===== config.mk =====
export PLATFORM = sky130hd
export DESIGN_NAME = tcp_segment_extractor
export DESIGN_NICKNAME = d
export VERILOG_FILES = /design/src/rtl/tcp_parse_pkg.sv /design/src/rtl/axis_byte_realigner.sv /design/src/rtl/tcp_segment_extractor.sv
export SDC_FILE = /design/constraint.sdc
export NUM_CORES = 1
export LEC_CHECK = 0
export ABC_AREA = 1
export CELL_PAD_IN_SITES_DETAIL_PLACEMENT = 1
export CELL_PAD_IN_SITES_GLOBAL_PLACEMENT = 1
export CORE_MARGIN = 1.5
export CORE_UTILIZATION = 29
export CTS_BUF_LIST = sky130_fd_sc_hd__clkbuf_8
export DETAILED_ROUTE_END_ITERATION = 10
export PLACE_DENSITY_LB_ADDON = 0.1
export SLEW_MARGIN = 0
export SYNTH_ARGS = -nofsm -noshare
export SYNTH_HDL_FRONTEND = slang
export SYNTH_SLANG_ARGS = --single-unit

===== constraint.sdc =====
create_clock -name clk -period 17.5 [get_ports clk]
set_input_delay 5.25 -clock clk [delete_from_list [all_inputs] [get_ports clk]]
set_output_delay 5.25 -clock clk [all_outputs]
set_load 0.005 [all_outputs]

===== src/rtl/tcp_parse_pkg.sv =====
// rtl/tcp_parse_pkg.sv - TCP header byte offsets, flag bits and parser state encoding
package tcp_parse_pkg;

   // Byte offsets within the TCP header (big-endian fields)
   localparam int TCP_OFF_DST_PORT = 2;
   localparam int TCP_OFF_SEQ      = 4;
   localparam int TCP_OFF_DOFF     = 12;
   localparam int TCP_OFF_FLAGS    = 13;
   // Header bytes the parser needs to see (B0..B13)
   localparam int TCP_HDR_CAPTURE  = 14;

   localparam int TCP_FLAG_FIN = 0;
   localparam int TCP_FLAG_SYN = 1;
   localparam int TCP_FLAG_RST = 2;
   localparam int TCP_FLAG_ACK = 4;

   localparam logic [3:0] MIN_DOFF = 4'd5;

   typedef enum logic [1:0] {
      HDR,
      PAYLOAD,
      FLUSH,
      DROP
   } state_t;

endpackage


===== src/rtl/axis_byte_realigner.sv =====
// rtl/axis_byte_realigner.sv - merges a byte residue with shifted input bytes into lane-0 aligned output beats
module axis_byte_realigner #(
   parameter int DATA_WIDTH = 64
) (
   input  logic                    clk,
   input  logic                    rst_n,
   input  logic                    push_i,
   input  logic                    flush_i,
   input  logic [DATA_WIDTH-1:0]   in_data_i,
   input  logic [7:0]              in_off_i,
   input  logic [7:0]              in_cnt_i,
   input  logic                    in_last_i,
   output logic                    ready_o,
   output logic                    need_flush_o,
   output logic [DATA_WIDTH-1:0]   m_tdata_o,
   output logic [DATA_WIDTH/8-1:0] m_tkeep_o,
   output logic                    m_tvalid_o,
   output logic                    m_tlast_o,
   input  logic                    m_tready_i
);
   localparam int BYTES = DATA_WIDTH / 8;

   function automatic logic [BYTES-1:0] keep_mask(input logic [7:0] n);
      for (int i = 0; i < BYTES; i++) keep_mask[i] = (8'(i) < n);
   endfunction

   function automatic logic [DATA_WIDTH-1:0] bit_mask(input logic [BYTES-1:0] k);
      for (int i = 0; i < BYTES; i++) bit_mask[8*i +: 8] = {8{k[i]}};
   endfunction

   logic [DATA_WIDTH-1:0]   res_q, res_d;
   logic [7:0]              res_cnt_q, res_cnt_d;
   logic [DATA_WIDTH-1:0]   out_data_q, out_data_d;
   logic [BYTES-1:0]        out_keep_q, out_keep_d;
   logic                    out_valid_q, out_valid_d;
   logic                    out_last_q, out_last_d;

   logic [DATA_WIDTH-1:0]   shifted;
   logic [2*DATA_WIDTH-1:0] wide;
   logic [7:0]              total;

   // Residue/output-slot next state: residue bytes first, then the new input bytes behind them
   always_comb begin
      res_d        = res_q;
      res_cnt_d    = res_cnt_q;
      out_data_d   = out_data_q;
      out_keep_d   = out_keep_q;
      out_last_d   = out_last_q;
      out_valid_d  = out_valid_q;
      ready_o      = !out_valid_q || m_tready_i;
      shifted      = (in_data_i >> {in_off_i, 3'b000}) & bit_mask(keep_mask(in_cnt_i));
      wide         = {{DATA_WIDTH{1'b0}}, res_q} | ({{DATA_WIDTH{1'b0}}, shifted} << {res_cnt_q, 3'b000});
      total        = res_cnt_q + in_cnt_i;
      need_flush_o = push_i && in_last_i && (total > 8'(BYTES));

      if (out_valid_q && m_tready_i) out_valid_d = 1'b0;

      if (flush_i) begin
         out_valid_d = 1'b1;
         out_data_d  = res_q;
         out_keep_d  = keep_mask(res_cnt_q);
         out_last_d  = 1'b1;
         res_d       = '0;
         res_cnt_d   = '0;
      end else if (push_i) begin
         if (total >= 8'(BYTES)) begin
            out_valid_d = 1'b1;
            out_data_d  = wide[DATA_WIDTH-1:0];
            out_keep_d  = '1;
            out_last_d  = in_last_i && (total == 8'(BYTES));
            res_d       = wide[2*DATA_WIDTH-1:DATA_WIDTH];
            res_cnt_d   = total - 8'(BYTES);
         end else if (in_last_i) begin
            out_valid_d = 1'b1;
            out_data_d  = wide[DATA_WIDTH-1:0];
            out_keep_d  = keep_mask(total);
            out_last_d  = 1'b1;
            res_d       = '0;
            res_cnt_d   = '0;
         end else begin
            res_d       = wide[DATA_WIDTH-1:0];
            res_cnt_d   = total;
         end
      end
   end

   // Residue and registered output slot
   always_ff @(posedge clk) begin
      if (!rst_n) begin
         res_q       <= '0;
         res_cnt_q   <= '0;
         out_data_q  <= '0;
         out_keep_q  <= '0;
         out_valid_q <= 1'b0;
         out_last_q  <= 1'b0;
      end else begin
         res_q       <= res_d;
         res_cnt_q   <= res_cnt_d;
         out_data_q  <= out_data_d;
         out_keep_q  <= out_keep_d;
         out_valid_q <= out_valid_d;
         out_last_q  <= out_last_d;
      end
   end

   assign m_tdata_o  = out_data_q;
   assign m_tkeep_o  = out_keep_q;
   assign m_tvalid_o = out_valid_q;
   assign m_tlast_o  = out_last_q;

endmodule


===== src/rtl/tcp_segment_extractor.sv =====
// rtl/tcp_segment_extractor.sv - parses/strips TCP headers, emits lane-0 aligned payload; optional TCP_PORT_FILTER_EN adds dst-port filtering
module tcp_segment_extractor
   import tcp_parse_pkg::*;
#(
   parameter int DATA_WIDTH = 64,
   parameter int SEQ_BITS   = 32
) (
   input  logic                    clk,
   input  logic                    rst_n,
   input  logic [DATA_WIDTH-1:0]   s_axis_tdata_i,
   input  logic [DATA_WIDTH/8-1:0] s_axis_tkeep_i,
   input  logic                    s_axis_tvalid_i,
   input  logic                    s_axis_tlast_i,
   input  logic                    s_axis_tuser_i,
   output logic                    s_axis_tready_o,
   output logic [DATA_WIDTH-1:0]   m_axis_tdata_o,
   output logic [DATA_WIDTH/8-1:0] m_axis_tkeep_o,
   output logic                    m_axis_tvalid_o,
   output logic                    m_axis_tlast_o,
   output logic                    m_axis_tuser_o,
   input  logic                    m_axis_tready_i,
   output logic [SEQ_BITS-1:0]     seq_start_o,
   output logic [SEQ_BITS-1:0]     seq_base_o,
   output logic                    base_valid_o,
   output logic                    drop_pulse_o
`ifdef TCP_PORT_FILTER_EN
   ,
   input  logic [15:0]             cfg_dst_port_i
`endif
);
   localparam int BYTES = DATA_WIDTH / 8;

   function automatic logic [7:0] count_keep(input logic [BYTES-1:0] k);
      count_keep = '0;
      for (int i = 0; i < BYTES; i++) count_keep = count_keep + 8'(k[i]);
   endfunction

   function automatic logic [7:0] byte_at(input logic [DATA_WIDTH-1:0] d, input logic [7:0] lane);
      logic [DATA_WIDTH-1:0] t;
      t       = d >> {lane, 3'b000};
      byte_at = t[7:0];
   endfunction

   state_t              state_q, state_d;
   logic [7:0]          hdr_cnt_q, hdr_cnt_d;
   logic [7:0]          hdr_q [TCP_HDR_CAPTURE];
   logic [7:0]          hdr_d [TCP_HDR_CAPTURE];
   logic [SEQ_BITS-1:0] seq_start_q, seq_start_d;
   logic [SEQ_BITS-1:0] seq_base_q, seq_base_d;
   logic                base_valid_q, base_valid_d;
   logic                drop_q, drop_d;

   logic [7:0]          hdr_v [TCP_HDR_CAPTURE];
   logic [7:0]          nbytes, bytes_total, hdr_len, pay_cnt, pay_off;
   logic [3:0]          doff;
   logic                doff_known, bad_doff, hdr_done, syn_v, port_ok, beat;
   logic [SEQ_BITS-1:0] seq_v;

   logic                rl_push, rl_flush, rl_ready, rl_need_flush;
   logic [7:0]          rl_off, rl_cnt;

   // Header view: bytes arriving on this beat override what earlier beats captured
   always_comb begin
      nbytes      = count_keep(s_axis_tkeep_i);
      bytes_total = hdr_cnt_q + nbytes;
      for (int k = 0; k < TCP_HDR_CAPTURE; k++) begin
         if ((8'(k) >= hdr_cnt_q) && (8'(k) < bytes_total))
            hdr_v[k] = byte_at(s_axis_tdata_i, 8'(k) - hdr_cnt_q);
         else
            hdr_v[k] = hdr_q[k];
      end
   end

   assign doff       = hdr_v[TCP_OFF_DOFF][7:4];
   assign doff_known = bytes_total > 8'(TCP_OFF_DOFF);
   assign hdr_len    = {2'b00, doff, 2'b00};
   assign bad_doff   = doff_known && (doff < MIN_DOFF);
   assign hdr_done   = doff_known && !bad_doff && (bytes_total >= hdr_len);
   assign pay_cnt    = bytes_total - hdr_len;
   assign pay_off    = hdr_len - hdr_cnt_q;
   assign syn_v      = hdr_v[TCP_OFF_FLAGS][TCP_FLAG_SYN];
   assign seq_v      = SEQ_BITS'({hdr_v[TCP_OFF_SEQ], hdr_v[TCP_OFF_SEQ+1],
                                  hdr_v[TCP_OFF_SEQ+2], hdr_v[TCP_OFF_SEQ+3]});

`ifdef TCP_PORT_FILTER_EN
   assign port_ok = ({hdr_v[TCP_OFF_DST_PORT], hdr_v[TCP_OFF_DST_PORT+1]} == cfg_dst_port_i);
   logic unused_hdr;
   assign unused_hdr = ^{hdr_v[0], hdr_v[1], hdr_v[8], hdr_v[9], hdr_v[10], hdr_v[11],
                         hdr_v[12][3:0], hdr_v[13], s_axis_tuser_i};
`else
   assign port_ok = 1'b1;
   logic unused_hdr;
   assign unused_hdr = ^{hdr_v[0], hdr_v[1], hdr_v[2], hdr_v[3], hdr_v[8], hdr_v[9],
                         hdr_v[10], hdr_v[11], hdr_v[12][3:0], hdr_v[13], s_axis_tuser_i};
`endif

   // Parser FSM: input handshake, header completion, routing of payload bytes to the realigner
   always_comb begin
      state_d         = state_q;
      hdr_cnt_d       = hdr_cnt_q;
      hdr_d           = hdr_q;
      seq_start_d     = seq_start_q;
      seq_base_d      = seq_base_q;
      base_valid_d    = 1'b0;
      drop_d          = 1'b0;
      rl_push         = 1'b0;
      rl_flush        = 1'b0;
      rl_off          = '0;
      rl_cnt          = nbytes;
      s_axis_tready_o = 1'b0;

      unique case (state_q)
         HDR:     s_axis_tready_o = !(hdr_done && m_axis_tvalid_o);
         PAYLOAD: s_axis_tready_o = rl_ready;
         FLUSH:   s_axis_tready_o = 1'b0;
         DROP:    s_axis_tready_o = 1'b1;
         default: s_axis_tready_o = 1'b0;
      endcase
      beat = s_axis_tvalid_i && s_axis_tready_o;

      unique case (state_q)
         HDR: if (beat) begin
            hdr_d = hdr_v;
            if (bad_doff || (hdr_done && !port_ok)) begin
               drop_d    = 1'b1;
               hdr_cnt_d = '0;
               state_d   = s_axis_tlast_i ? HDR : DROP;
            end else if (hdr_done) begin
               hdr_cnt_d   = '0;
               seq_start_d = seq_v + SEQ_BITS'(syn_v);
               if (syn_v) begin
                  base_valid_d = 1'b1;
                  seq_base_d   = seq_v + SEQ_BITS'(1);
               end
               if (pay_cnt != 8'd0) begin
                  rl_push = 1'b1;
                  rl_off  = pay_off;
                  rl_cnt  = pay_cnt;
               end
               if (s_axis_tlast_i) state_d = rl_need_flush ? FLUSH : HDR;
               else                state_d = PAYLOAD;
            end else if (s_axis_tlast_i) begin
               drop_d    = 1'b1;
               hdr_cnt_d = '0;
            end else begin
               hdr_cnt_d = bytes_total;
            end
         end
         PAYLOAD: if (beat) begin
            rl_push = 1'b1;
            if (s_axis_tlast_i) state_d = rl_need_flush ? FLUSH : HDR;
         end
         FLUSH: if (rl_ready) begin
            rl_flush = 1'b1;
            state_d  = HDR;
         end
         DROP: if (beat && s_axis_tlast_i) state_d = HDR;
         default: state_d = HDR;
      endcase
   end

   // Parser state, captured header bytes and per-segment sequence outputs
   always_ff @(posedge clk) begin
      if (!rst_n) begin
         state_q      <= HDR;
         hdr_cnt_q    <= '0;
         for (int k = 0; k < TCP_HDR_CAPTURE; k++) hdr_q[k] <= '0;
         seq_start_q  <= '0;
         seq_base_q   <= '0;
         base_valid_q <= 1'b0;
         drop_q       <= 1'b0;
      end else begin
         state_q      <= state_d;
         hdr_cnt_q    <= hdr_cnt_d;
         hdr_q        <= hdr_d;
         seq_start_q  <= seq_start_d;
         seq_base_q   <= seq_base_d;
         base_valid_q <= base_valid_d;
         drop_q       <= drop_d;
      end
   end

   axis_byte_realigner #(.DATA_WIDTH(DATA_WIDTH)) u_realign (
      .clk          (clk),
      .rst_n        (rst_n),
      .push_i       (rl_push),
      .flush_i      (rl_flush),
      .in_data_i    (s_axis_tdata_i),
      .in_off_i     (rl_off),
      .in_cnt_i     (rl_cnt),
      .in_last_i    (s_axis_tlast_i),
      .ready_o      (rl_ready),
      .need_flush_o (rl_need_flush),
      .m_tdata_o    (m_axis_tdata_o),
      .m_tkeep_o    (m_axis_tkeep_o),
      .m_tvalid_o   (m_axis_tvalid_o),
      .m_tlast_o    (m_axis_tlast_o),
      .m_tready_i   (m_axis_tready_i)
   );

   assign m_axis_tuser_o = 1'b0;
   assign seq_start_o    = seq_start_q;
   assign seq_base_o     = seq_base_q;
   assign base_valid_o   = base_valid_q;
   assign drop_pulse_o   = drop_q;

endmodule

==> results.cfg <==
[yosys]
syn_nets = 3768
synth_mux_area_share_pct = 0
seq_area_frac_synth_pct = 24.2
synth_area_sq_um = 21500
syn_avg_cell_area_sq_um = 5.88
synth_ff_type = dfxtp_1
synth_compound_area_share_pct = 22.6
async_flop_share_pct = 0
synthXorXnorAreaFrac_pct = 2.78
ys_types = 61
yosysWarnings = 0
synth_top_family_by_area = simple AND/OR/NAND/NOR gates
synth-seq-cells = 259
synth_top_cells_by_count = 908 x nand2_1, 547 x nand3_1, 397 x o21ai_0
synth_edf_count = 0
synth_top_area_share_pct = 24.2
yosysTopAreaCell = dfxtp_1
yosys.area_share.simple_pct = 36.4
synth_most_common_cell = nand2_1
synth_area_leaders = dfxtp_1 24%, nand2_1 16%, nand3_1 13%
netlist_instances = 3647
synth_fa_ha_area_share_pct = 2.75

[sta]
skew_ns = 0.0582
setup_tns_ns = 0
worst_pin_slew_ns = 0.974
hold_viol = 0
relSlewSlack_pct = 35.1
finalCritPeriodShare_pct = 97.7
clock.fmax_mhz = 58.5
finalSetupViolations = 0
finalMaxSlewViolations = 0
period_needed_ns = 17.09
rsz0062_at_grt = false

[global_routing]
grt_max_degree = 90
grt_util_all_layers_pct = 26.2
grt_pass1_wl_microns = 152000
grt_pass1_vias = 24781
overflow = 0
antenna_found_initial = 7

[routing]
wl_per_cell_microns = 21.3
remaining_drc_errors = 21
vias_per_cell = 5.32
drtPass1Iterations = 8
wl_microns = 101000
drtAntennaViolNets = 0
num_vias = 25093
drt_iter0_markers = 1691

[pwr]
p_sw_share_pct = 56.2
power.switching_mw = 2.36
leakagePower_nw = 10.9
max-vdd-ir-drop_v = 0.0000701
combPwrFrac_pct = 66.1
p_clk_share_pct = 14.8
powerDensity_nw_per_um2 = 167
p_int_mw = 1.84
sequentialPowerShare_pct = 19.0

[cells_and_area]
instances_no_fill = 4718
design_area_sq_um = 25100
multiInputGateArea_sq_um = 13900
fin_util_pct = 34.4
synthToLayoutAreaGrowth_pct = 17.1
nNetsFinal = 3842
regArea_sq_um = 5190
drive_gt1_share_pct = 5.27
fillers = 9693

[worst_hold_path]
hp-class = reg2reg

[cts]
numCtsBuffers = 52
hold_buffers = 0
h-tree-depth = 2
clock_sinks = 259
clock_latency_ns = 0.66
clock_path_buffers = 3
clk_pin_slew_ns = 0.06
ctsRootBufferMaster = clkbuf_8
cts_tree = yes

[run]
max-cap-violations = 0

[placement]
postPlaceCellArea_sq_um = 24100
io_buffers = 217
gp_congestion = 0.917
dpl.hpwl_microns = 75700
dp_cells = 4626

[floorplanning]
die_y_microns = 275
core_sq_um = 73100
num_io_pins = 220
dieArea_sq_um = 75600
die_w_microns = 275
rows = 99
initial_core_util_pct = 29.4

[setup_path]
cp_max_fo = 6
path_class = in2out
cp_slowest_cell = fa_1
critPathMaxStageDelay_ns = 0.55
cp-end-kind = output pin
startpoint_type = input pin
required_ns = 12.25
crit_arrival_ns = 11.84

[status]
status = finished with violations
violations = DRC
## sequential cells by signal, indices dropped and copies added, names as in the netlist, 2 cells and up
signal	cells
u_realign.m_tkeep_o	8
u_realign.m_tdata_o	64
u_realign.res_q	64
hdr_q	37
seq_start_o	32
seq_base_o	32
u_realign.res_cnt_q	8
hdr_cnt_q	8
state_q	2
## final cells by class
cell class / instances / area share [%]
sequential: 259 / 20.7
inverter: 337 / 5.05
clock buffer: 65 / 3.56
timing repair buffer: 265 / 10.1
tap: 959 / 4.78
multi-input combinational: 2806 / 55.3
antenna: 1 / 0.00996
clock inverter: 26 / 0.483
## worst paths after layout
check        cells past startpoint               from                  end  slack (ns)
min reg2reg                      2          hdr_q[49]            hdr_q[49]        0.45
min                              2          hdr_q[49]            hdr_q[49]        0.45
max reg2reg                     40       hdr_cnt_q[0]  u_realign.res_q[35]        8.10
max                             30  s_axis_tkeep_i[0]      s_axis_tready_o        0.41
## worst max-delay path: cells and delay by family
family                     cells  cell delay (ns)
adders and majority gates      7             2.79
xor gates and xnor gates       1             0.25
buffers and inverters          7             1.33
and+or+nand+nor               11             1.59
AOI/OAI and AO/OA              4             0.62
## placed cells by master (no fill, tap or decap), drive strengths merged, types with 13 or more instances in the layout
master / synthesis / layout
xor2: 55 / 55
o21bai: 16 / 16
o21ai: 450 / 450
nor2: 232 / 232
nand4: 37 / 37
and2: 17 / 17
clkbuf: 153 / 65
inv: 333 / 348
buf: 92 / 49
a21oi: 295 / 295
nand3: 550 / 550
dfxtp: 259 / 259
xnor2: 13 / 13
clkdlybuf4s50: 0 / 216
ha: 36 / 36
a211oi: 34 / 34
o211ai: 25 / 25
a31oi: 36 / 36
nor3: 25 / 25
nand2: 922 / 922
## per-stage QoR
| stage | hold WS [ns] | power (mW) | worst slack (ns) |
|---|---|---|---|
| 6_report | 0.451 | 4.20 | 0.406 |
| 5_1_grt | 0.478 | 4.54 | 0.0142 |
| 4_1_cts | 0.453 | 4.21 | 0.391 |
| 3_5_place_dp | 0.445 | 3.56 | 0.403 |
| 3_3_place_gp | 0.436 | 3.55 | 0.420 |
| 2_1_floorplan | 0.425 | 2.49 | 2.11 |
## logic make-up after synthesis
family,after synthesis
AND/OR/NAND/NOR,1804
AO/OA/AOI/OAI,890
XOR/XNOR,68
adder cells (fa/ha/maj),43
buffers and inverters,582
flip-flops,259
other,1
## per-layer routing
layer  part of all wire, %  vias up  global-route usage (%)
met4                   2.6        6                    7.28
li1                      -    12350                       -
met3                   5.8      146                    5.36
met2                    44      584                    42.1
met1                    47    12007                    35.4
met5                 0.038        -                       0
## power by group through the flow
stage | sequential (mW) | clock (mW) | combinational [mW]
final | 0.800 | 0.623 | 2.78
after global routing | 0.816 | 0.672 | 3.05
after CTS | 0.801 | 0.646 | 2.76
after detailed placement | 0.812 | 0 | 2.75
after global placement | 0.810 | 0 | 2.74
after floorplan | 0.790 | 0 | 1.70
## what timing repair did
item / 4_1_cts / 5_1_grt
resized for setup: 0 / 1
setup buffers: 0 / 0
endpoints found under the setup margin: 0 / 1
No activity file was read; power rests on OpenSTA's default activity.
